## config.mk

```make
export PLATFORM = sky130hd
export DESIGN_NAME = tlb_op_ctrl
export DESIGN_NICKNAME = d
export VERILOG_FILES = /design/src/rtl/tlb_op_ctrl.sv
export SDC_FILE = /design/constraint.sdc
export NUM_CORES = 1
export LEC_CHECK = 0
export CORE_AREA = 5 5 184 186
export CTS_CLUSTER_SIZE = 40
export DETAILED_ROUTE_END_ITERATION = 12
export DIE_AREA = 0 0 189 191
export PLACE_DENSITY_LB_ADDON = 0.15
export RECOVER_POWER = 25
export SYNTH_ARGS = -nofsm -noshare
export SYNTH_HDL_FRONTEND = slang
export SYNTH_SLANG_ARGS = --single-unit
```

## constraint.sdc

```tcl
create_clock -name clk -period 1.7 [get_ports clk]
set_input_delay 0.255 -clock clk [delete_from_list [all_inputs] [get_ports clk]]
set_output_delay 0.255 -clock clk [all_outputs]
set_load 0.1 [all_outputs]
```

## src/rtl/tlb_op_ctrl.sv

```systemverilog
// tlb_op_ctrl: sequences TLB maintenance ops (TLBSRCH/TLBRD/TLBWR/TLBFILL/
// INVTLB) onto the TLB array ports, one op in flight, with the result handed
// back over a valid/ready response channel. Also arbitrates the shared
// search-1 port and owns the free-running TLBFILL replacement counter.

package tlb_op_pkg;
  // Per-page translation payload (one half of an even/odd pair).
  typedef struct packed {
    logic [19:0] ppn;
    logic [1:0]  plv;
    logic [1:0]  mat;
    logic        d;
    logic        v;
  } PhytranItem;
endpackage

module tlb_op_ctrl
  import tlb_op_pkg::*;
#(
  parameter int TLBNUM     = 16,
  parameter int TLBNUMSIZE = 4
) (
  input  logic                  clk,
  input  logic                  resetn,
  // Handshakes: a transfer happens on a rising edge where valid & ready are
  // both high. op_ready is high only in IDLE and does not depend on
  // op_valid. Once rsp_valid rises, every rsp_* output holds still until the
  // edge where rsp_ready is also high.
  input  logic                  op_valid,
  output logic                  op_ready,
  input  logic [2:0]            op_code,
  input  logic [2:0]            op_inv_op,
  input  logic [9:0]            op_asid,
  input  logic [18:0]           op_vppn,
  input  logic [TLBNUMSIZE-1:0] op_index,
  input  logic [5:0]            op_ps,
  input  logic                  op_ne,
  input  logic                  op_g,
  input  PhytranItem            op_pt0,
  input  PhytranItem            op_pt1,
  output logic                  rsp_valid,
  input  logic                  rsp_ready,
  output logic                  rsp_hit,
  output logic [TLBNUMSIZE-1:0] rsp_index,
  output logic [5:0]            rsp_ps,
  output logic [9:0]            rsp_asid,
  output logic [18:0]           rsp_vppn,
  output logic                  rsp_g,
  output PhytranItem            rsp_pt0,
  output PhytranItem            rsp_pt1,
  // MEM-stage translation request, shares the search-1 port
  input  logic [18:0]           mem_vppn,
  input  logic [9:0]            mem_asid,
  input  logic                  mem_odd,
  output logic                  mem_stall,
  // TLB search-1 port
  output logic [18:0]           s1_vppn,
  output logic [9:0]            s1_asid,
  output logic                  s1_odd,
  input  logic                  s1_ne,
  input  logic [TLBNUMSIZE-1:0] s1_index,
  // TLB read port
  output logic [TLBNUMSIZE-1:0] r_index,
  input  logic [5:0]            r_ps,
  input  logic                  r_ne,
  input  logic [9:0]            r_asid,
  input  logic [18:0]           r_vppn,
  input  logic                  r_g,
  input  PhytranItem            r_phytran0,
  input  PhytranItem            r_phytran1,
  // TLB write port
  output logic                  we,
  output logic [TLBNUMSIZE-1:0] w_index,
  output logic [5:0]            w_ps,
  output logic                  w_ne,
  output logic [9:0]            w_asid,
  output logic [18:0]           w_vppn,
  output logic                  w_g,
  output PhytranItem            w_phytran0,
  output PhytranItem            w_phytran1,
  // TLB flush port
  output logic                  fe,
  output logic [9:0]            f_asid,
  output logic [18:0]           f_va,
  output logic [2:0]            f_op,
  // Debug view of the sequencer state
  output logic [2:0]            dbg_state
);

  localparam logic [2:0] OP_SRCH = 3'd0;
  localparam logic [2:0] OP_RD   = 3'd1;
  localparam logic [2:0] OP_WR   = 3'd2;
  localparam logic [2:0] OP_FILL = 3'd3;
  localparam logic [2:0] OP_INV  = 3'd4;

  typedef enum logic [2:0] {
    S_IDLE  = 3'd0,
    S_SRCH  = 3'd1,
    S_RD    = 3'd2,
    S_WRITE = 3'd3,
    S_INV   = 3'd4,
    S_RESP  = 3'd5
  } state_t;

  state_t                  r_state;
  logic [2:0]              r_op_code;
  logic [2:0]              r_op_inv_op;
  logic [9:0]              r_op_asid;
  logic [18:0]             r_op_vppn;
  logic [TLBNUMSIZE-1:0]   r_op_index;
  logic [5:0]              r_op_ps;
  logic                    r_op_ne;
  logic                    r_op_g;
  PhytranItem              r_op_pt0;
  PhytranItem              r_op_pt1;
  logic [TLBNUMSIZE-1:0]   r_fill_cnt;

  assign op_ready  = (r_state == S_IDLE);
  assign rsp_valid = (r_state == S_RESP);
  assign r_index   = r_op_index;
  assign dbg_state = r_state;

  // Replacement counter: free-running, never stalls, wraps at TLBNUM-1.
  always_ff @(posedge clk or negedge resetn) begin
    if (!resetn) begin
      r_fill_cnt <= '0;
    end else if (r_fill_cnt == TLBNUMSIZE'(TLBNUM - 1)) begin
      r_fill_cnt <= '0;
    end else begin
      r_fill_cnt <= r_fill_cnt + 1'b1;
    end
  end

  // Sequencer: op capture, state transitions and response registers.
  always_ff @(posedge clk or negedge resetn) begin
    if (!resetn) begin
      r_state     <= S_IDLE;
      r_op_code   <= '0;
      r_op_inv_op <= '0;
      r_op_asid   <= '0;
      r_op_vppn   <= '0;
      r_op_index  <= '0;
      r_op_ps     <= '0;
      r_op_ne     <= 1'b0;
      r_op_g      <= 1'b0;
      r_op_pt0    <= '0;
      r_op_pt1    <= '0;
      rsp_hit     <= 1'b0;
      rsp_index   <= '0;
      rsp_ps      <= '0;
      rsp_asid    <= '0;
      rsp_vppn    <= '0;
      rsp_g       <= 1'b0;
      rsp_pt0     <= '0;
      rsp_pt1     <= '0;
    end else begin
      case (r_state)
        S_IDLE: begin
          if (op_valid) begin
            r_op_code   <= op_code;
            r_op_inv_op <= op_inv_op;
            r_op_asid   <= op_asid;
            r_op_vppn   <= op_vppn;
            r_op_index  <= op_index;
            r_op_ps     <= op_ps;
            r_op_ne     <= op_ne;
            r_op_g      <= op_g;
            r_op_pt0    <= op_pt0;
            r_op_pt1    <= op_pt1;
            case (op_code)
              OP_SRCH: r_state <= S_SRCH;
              OP_RD:   r_state <= S_RD;
              OP_WR, OP_FILL: begin
                r_state <= S_WRITE;
                rsp_hit <= 1'b0;
              end
              OP_INV: begin
                r_state <= S_INV;
                rsp_hit <= 1'b0;
              end
              // Illegal codes report a miss without touching the TLB.
              default: begin
                r_state <= S_RESP;
                rsp_hit <= 1'b0;
              end
            endcase
          end
        end
        S_SRCH: begin
          rsp_hit   <= ~s1_ne;
          rsp_index <= s1_ne ? '0 : s1_index;
          r_state   <= S_RESP;
        end
        S_RD: begin
          rsp_hit   <= ~r_ne;
          rsp_ps    <= r_ps;
          rsp_asid  <= r_asid;
          rsp_vppn  <= r_vppn;
          rsp_g     <= r_g;
          rsp_pt0   <= r_phytran0;
          rsp_pt1   <= r_phytran1;
          r_state   <= S_RESP;
        end
        S_WRITE: r_state <= S_RESP;
        S_INV:   r_state <= S_RESP;
        S_RESP: begin
          if (rsp_ready) begin
            r_state <= S_IDLE;
          end
        end
        default: r_state <= S_IDLE;
      endcase
    end
  end

  // TLB-facing port drive: search-1 mux, write and flush pulses from state.
  always_comb begin
    s1_vppn    = mem_vppn;
    s1_asid    = mem_asid;
    s1_odd     = mem_odd;
    mem_stall  = 1'b0;
    we         = 1'b0;
    w_index    = '0;
    w_ps       = '0;
    w_ne       = 1'b0;
    w_asid     = '0;
    w_vppn     = '0;
    w_g        = 1'b0;
    w_phytran0 = '0;
    w_phytran1 = '0;
    fe         = 1'b0;
    f_asid     = '0;
    f_va       = '0;
    f_op       = '0;
    case (r_state)
      S_SRCH: begin
        s1_vppn   = r_op_vppn;
        s1_asid   = r_op_asid;
        s1_odd    = 1'b0;
        mem_stall = 1'b1;
      end
      S_WRITE: begin
        we         = 1'b1;
        w_index    = (r_op_code == OP_FILL) ? r_fill_cnt : r_op_index;
        w_ps       = r_op_ps;
        w_ne       = r_op_ne;
        w_asid     = r_op_asid;
        w_vppn     = r_op_vppn;
        w_g        = r_op_g;
        w_phytran0 = r_op_pt0;
        w_phytran1 = r_op_pt1;
      end
      S_INV: begin
        fe     = 1'b1;
        f_op   = r_op_inv_op;
        f_asid = r_op_asid;
        f_va   = r_op_vppn;
      end
      default: ;
    endcase
  end

endmodule

```

==> results.md <==
- The die boundary height is 191 µm.
- The tightest min-delay check is of the in2reg type.
- The total global routing track utilization is 18.8%.
- The count of warnings emitted by yosys is 0.
- The CTS tree is yes.
- The worst hold slack is 360 ps.
- Fill cells in the final layout number 2509.
- The largest single stage delay on the critical path is 470 ps.
- The clock reaches the later pin of the worst-skew pair after 450 ps.
- The total nets after synthesis is 859.
- The setup TNS is -121910 ps.
- The number of cell instances on the worst register-to-register path is 8.
- The depth of the worst hold-timing path is 3.
- The half-perimeter wire length after detailed placement is 26200 µm.
- Setup violations remaining at the end of the flow were counted as 347.
- For the worst setup path, the data required time is 1440 ps.
- After layout, the minimum clock period comes to 2350 ps.
- After detailed routing, the number of remaining DRC violations is 0.
- The die covers 0.0361 mm².
- The signal on the critical path passes through or3b_4 > buf_12 > mux2_4 > buf_12.
- Sequential cells burn 25.4% of the power.
- Buffers inserted during clock tree synthesis total 17.
- The floorplan row count is 66.
- The number of H-tree branching levels is 4.
- Measured along the x axis, the die boundary spans 189 µm.
- The number of vias after detailed routing is 7064.
- The average routed wire per standard cell is 21.7 µm.
- The number of different library cells in the post-synthesis netlist is 31.
- The worst setup path is launched from a register.
- In this run the static leakage power is 8.48 nW.
- The highest routing layer actually used is met5.
- The number of top-level pins is 487.
- The sequential cell area fraction in the yosys report is 55.6%.
- Counting along the longest clock path gives a buffer depth of 2.
- The core outline area is 0.0321 mm².
- The internal portion of the total power is 16.7 mW.
- The checks that failed: negative setup slack.
- The layout overhead on the synthesized area is 113%.
- The largest individual stage delay along the critical path comes from the cell dfrtp_4.
- For this block, the initial DRC count from the detailed router was 138.
- The final worst setup slack is -648 ps.
- The initial antenna violation count came to 4.
- The maximum number of pins on one net before global-route repair is 48.
- The flow ran to the end, but the final reports show violations.
- The net count of the finished layout is 1400.
- The detail route stage leaves a number of antenna-violating nets equal to 0.
- The worst ir drop on vdd is 1.02 mV.
- The power per cell area is 1640 mW/mm².
- The worst setup path is of the reg2out kind.
- Of the total power, the share spent switching nets is 46.5%.
- The quantity of I/O buffers inserted on ports is 486.
- The clock net sink count is 199.
- The global-route wire length before repair is 50700 µm.
- The signal arrival time at the worst endpoint is 2090 ps.
- The relative slew slack is 49.7%.
- Setup repair after global routing could not meet its margin everywhere.
- In the final layout, the share of cells above drive strength 1 is 61.1%.
- The pin slew with the least headroom to its limit is 755 ps.
- Synthesis inferred 199 register bits.
- The number of global-route vias before repair came to 7833.
- Before CTS, the worst setup slack after placement is -284 ps.
- The power share of the clock group is 13.1%.
- For this run, the detailed router's first-pass iteration total came to 4.
- The routed design has 34600 µm of wire.
- After clock tree synthesis, the clock-pin slew on the worst setup and hold paths is 80 ps.
- By area the synthesized netlist is led by dfrtp_1 56%, mux2_2 22%, and2_1 8.6%.
- Dividing the detail-routed via count by the number of cells gives 4.43.
- In this design, the critical path's most frequently occurring cell is buf_12.
- The number of hold violations in the final report came to 0.
- The power share of the combinational group is 61.5%.
- The routed design uses 3930 µm of met3 wire.
- Dividing the synthesized area by the synthesized cell count gives 14.2 µm².
- The post-synthesis instance total is 631.
- Summed over all nets, wire length on met2 after detailed routing comes to 17800 µm.
- For this run the aggregate overflow at the end of global routing stands at 0.
- The final weighted congestion in routability-driven placement is 0.739.
- dfrtp_1 takes more of the synthesized area than any other cell.
- Once the floorplan was initialized, standard cells occupied 27.9% of the core.
- The tool flagged a number of max-cap violations equal to 0.
- The synthesized netlist occupies a cell area of 0.00895 mm².
- The power spent charging and discharging nets is 14.5 mW.
- The max-slew violation total from the final report came to 0.
- Between clock sinks in the finished design, the worst skew comes to 5.58 ps.
- The tree is rooted in a clkbuf_16.
- The fmax is 426 MHz.
- The nature of the critical path endpoint is an output pin.
- The maximum fanout along the worst path is 15.
- The top cell type by area accounts for 55.6% of the synthesized area.
- In the finished design, the share of the clock period the worst path needs comes to 138%.
- The detailed router put a total of 12300 µm of wire on met1.
cells in the mapped netlist, drive strengths merged:
master / number
mux2: 216
dfrtp: 199
and2: 123
buf: 26
clkbuf: 12
nor2: 8
o21ai: 7
nand2: 6
a21oi: 5
nand2b: 5
inv: 4
mux2i: 4
nor3: 3
nand3: 2
a22o: 1
a31oi: 1
ha: 1
nand3b: 1
nor3b: 1
o21a: 1
o2bb2ai: 1
o31ai: 1
or3b: 1
xnor2: 1
xor2: 1
placed cells by master, fill, tap and decap left out, types with 2 or more instances in the layout:
cell	n
buf_12	279
clkdlybuf4s50_1	225
dfrtp_1	195
and2_4	122
mux2_2	120
mux2_4	96
buf_4	22
clkbuf_16	18
buf_16	16
buf_6	10
nand2_1	6
nor2_4	5
a21oi_1	5
o21ai_0	5
inv_6	5
clkinvlp_4	4
nand2b_1	4
mux2i_1	3
nor2_1	3
clkinv_4	3
dfrtp_4	3
nor3_4	2
inv_4	2
o21ai_1	2
inv_8	2
bufbuf_16	2
clkbuf_2	2
kinds of logic (layout without fill, tap and decap cells):
family	count (synthesis)	after routing	share of synthesized area (%)
buffers and inverters	42	596	3.36
XOR/XNOR	2	2	0.196
AND/OR/NAND/NOR	150	150	10.3
multiplexers	220	220	29.3
AO/OA/AOI/OAI	17	17	1.10
flip-flops	199	199	55.6
adder cells (fa/ha/maj)	1	1	0.140
other	0	1	0
registers in the layout, summed over array words and instances, names as in the netlist, 3 cells and up:
| register | count |
|---|---|
| dbg_state | 3 |
| r_fill_cnt | 4 |
| r_index | 4 |
| r_op_asid | 10 |
| r_op_code | 3 |
| r_op_inv_op | 3 |
| r_op_ps | 6 |
| r_op_pt0 | 26 |
| r_op_pt1 | 26 |
| r_op_vppn | 19 |
| rsp_asid | 10 |
| rsp_index | 4 |
| rsp_ps | 6 |
| rsp_pt0 | 26 |
| rsp_pt1 | 26 |
| rsp_vppn | 19 |
worst max-delay path, delay by kind of cell, from the launching register on:
family        cells  cell delay, ps
simple gates      1             470
buf+inv           2             360
flops             1             470
mux               1             330
layer usage:
layer,GRT usage [%],up-vias
li1,-,3244
met1,19.3,3465
met2,33.4,315
met3,9.84,34
met4,5.41,6
met5,0,-
power groups by stage:
stage	combinational (mW)	sequential [mW]	clock, mW
final	19.2	7.91	4.09
after global routing	19.7	8.16	4.46
after CTS	19.1	7.91	4.29
after detailed placement	18.3	7.99	0
after global placement	18.2	7.92	0
after floorplan	8.00	11.3	0
per-stage QoR:
stage / power, mW / instances / utilization [%] / cell area [µm²]
2_1_floorplan: 19.3 / 631 / - / 9490
3_3_place_gp: 26.1 / 1523 / 54.8 / 17600
3_5_place_dp: 26.3 / 1523 / 54.8 / 17600
4_1_cts: 31.3 / 1587 / 58.9 / 18900
5_1_grt: 32.4 / 1594 / 59.3 / 19100
6_report: 31.2 / 1594 / 59.3 / 19100
worst paths after layout:
check | endpoint | slack [ps] | startpoint
max in group asynchronous | rsp_pt0[12]$_DFFE_PN0N_ | 220 | resetn
max | s1_asid[6] | -650 | dbg_state[2]$_DFFE_PN0P_
min in group asynchronous | r_op_pt0[21]$_DFFE_PN0P_ | 460 | resetn
min reg2reg | r_op_pt0[11]$_DFFE_PN0P_ | 510 | r_op_pt0[11]$_DFFE_PN0P_
min | rsp_index[2]$_DFFE_PN0P_ | 360 | s1_index[2]
max reg2reg | r_op_pt1[22]$_DFFE_PN0P_ | -290 | dbg_state[0]$_DFFE_PN0P_
repair_timing:
action	4_1_cts	5_1_grt
hold buffers	1	0
endpoints found under the setup margin	341	345
hold endpoints to repair	39	0
resized for setup	29	40
setup buffers	16	7
cloned	15	1
pin swaps	3	4
layout make-up:
cell class | instances | area (µm²) | area share [%]
antenna | 1 | 2.50 | 0.0131
clock buffer | 17 | 425 | 2.23
clock inverter | 15 | 161 | 0.847
inverter | 4 | 23.8 | 0.125
multi-input combinational | 390 | 4270 | 22.4
sequential | 199 | 4990 | 26.2
tap | 408 | 510 | 2.68
timing repair buffer | 560 | 8680 | 45.5
No activity file was read; power rests on OpenSTA's default activity.
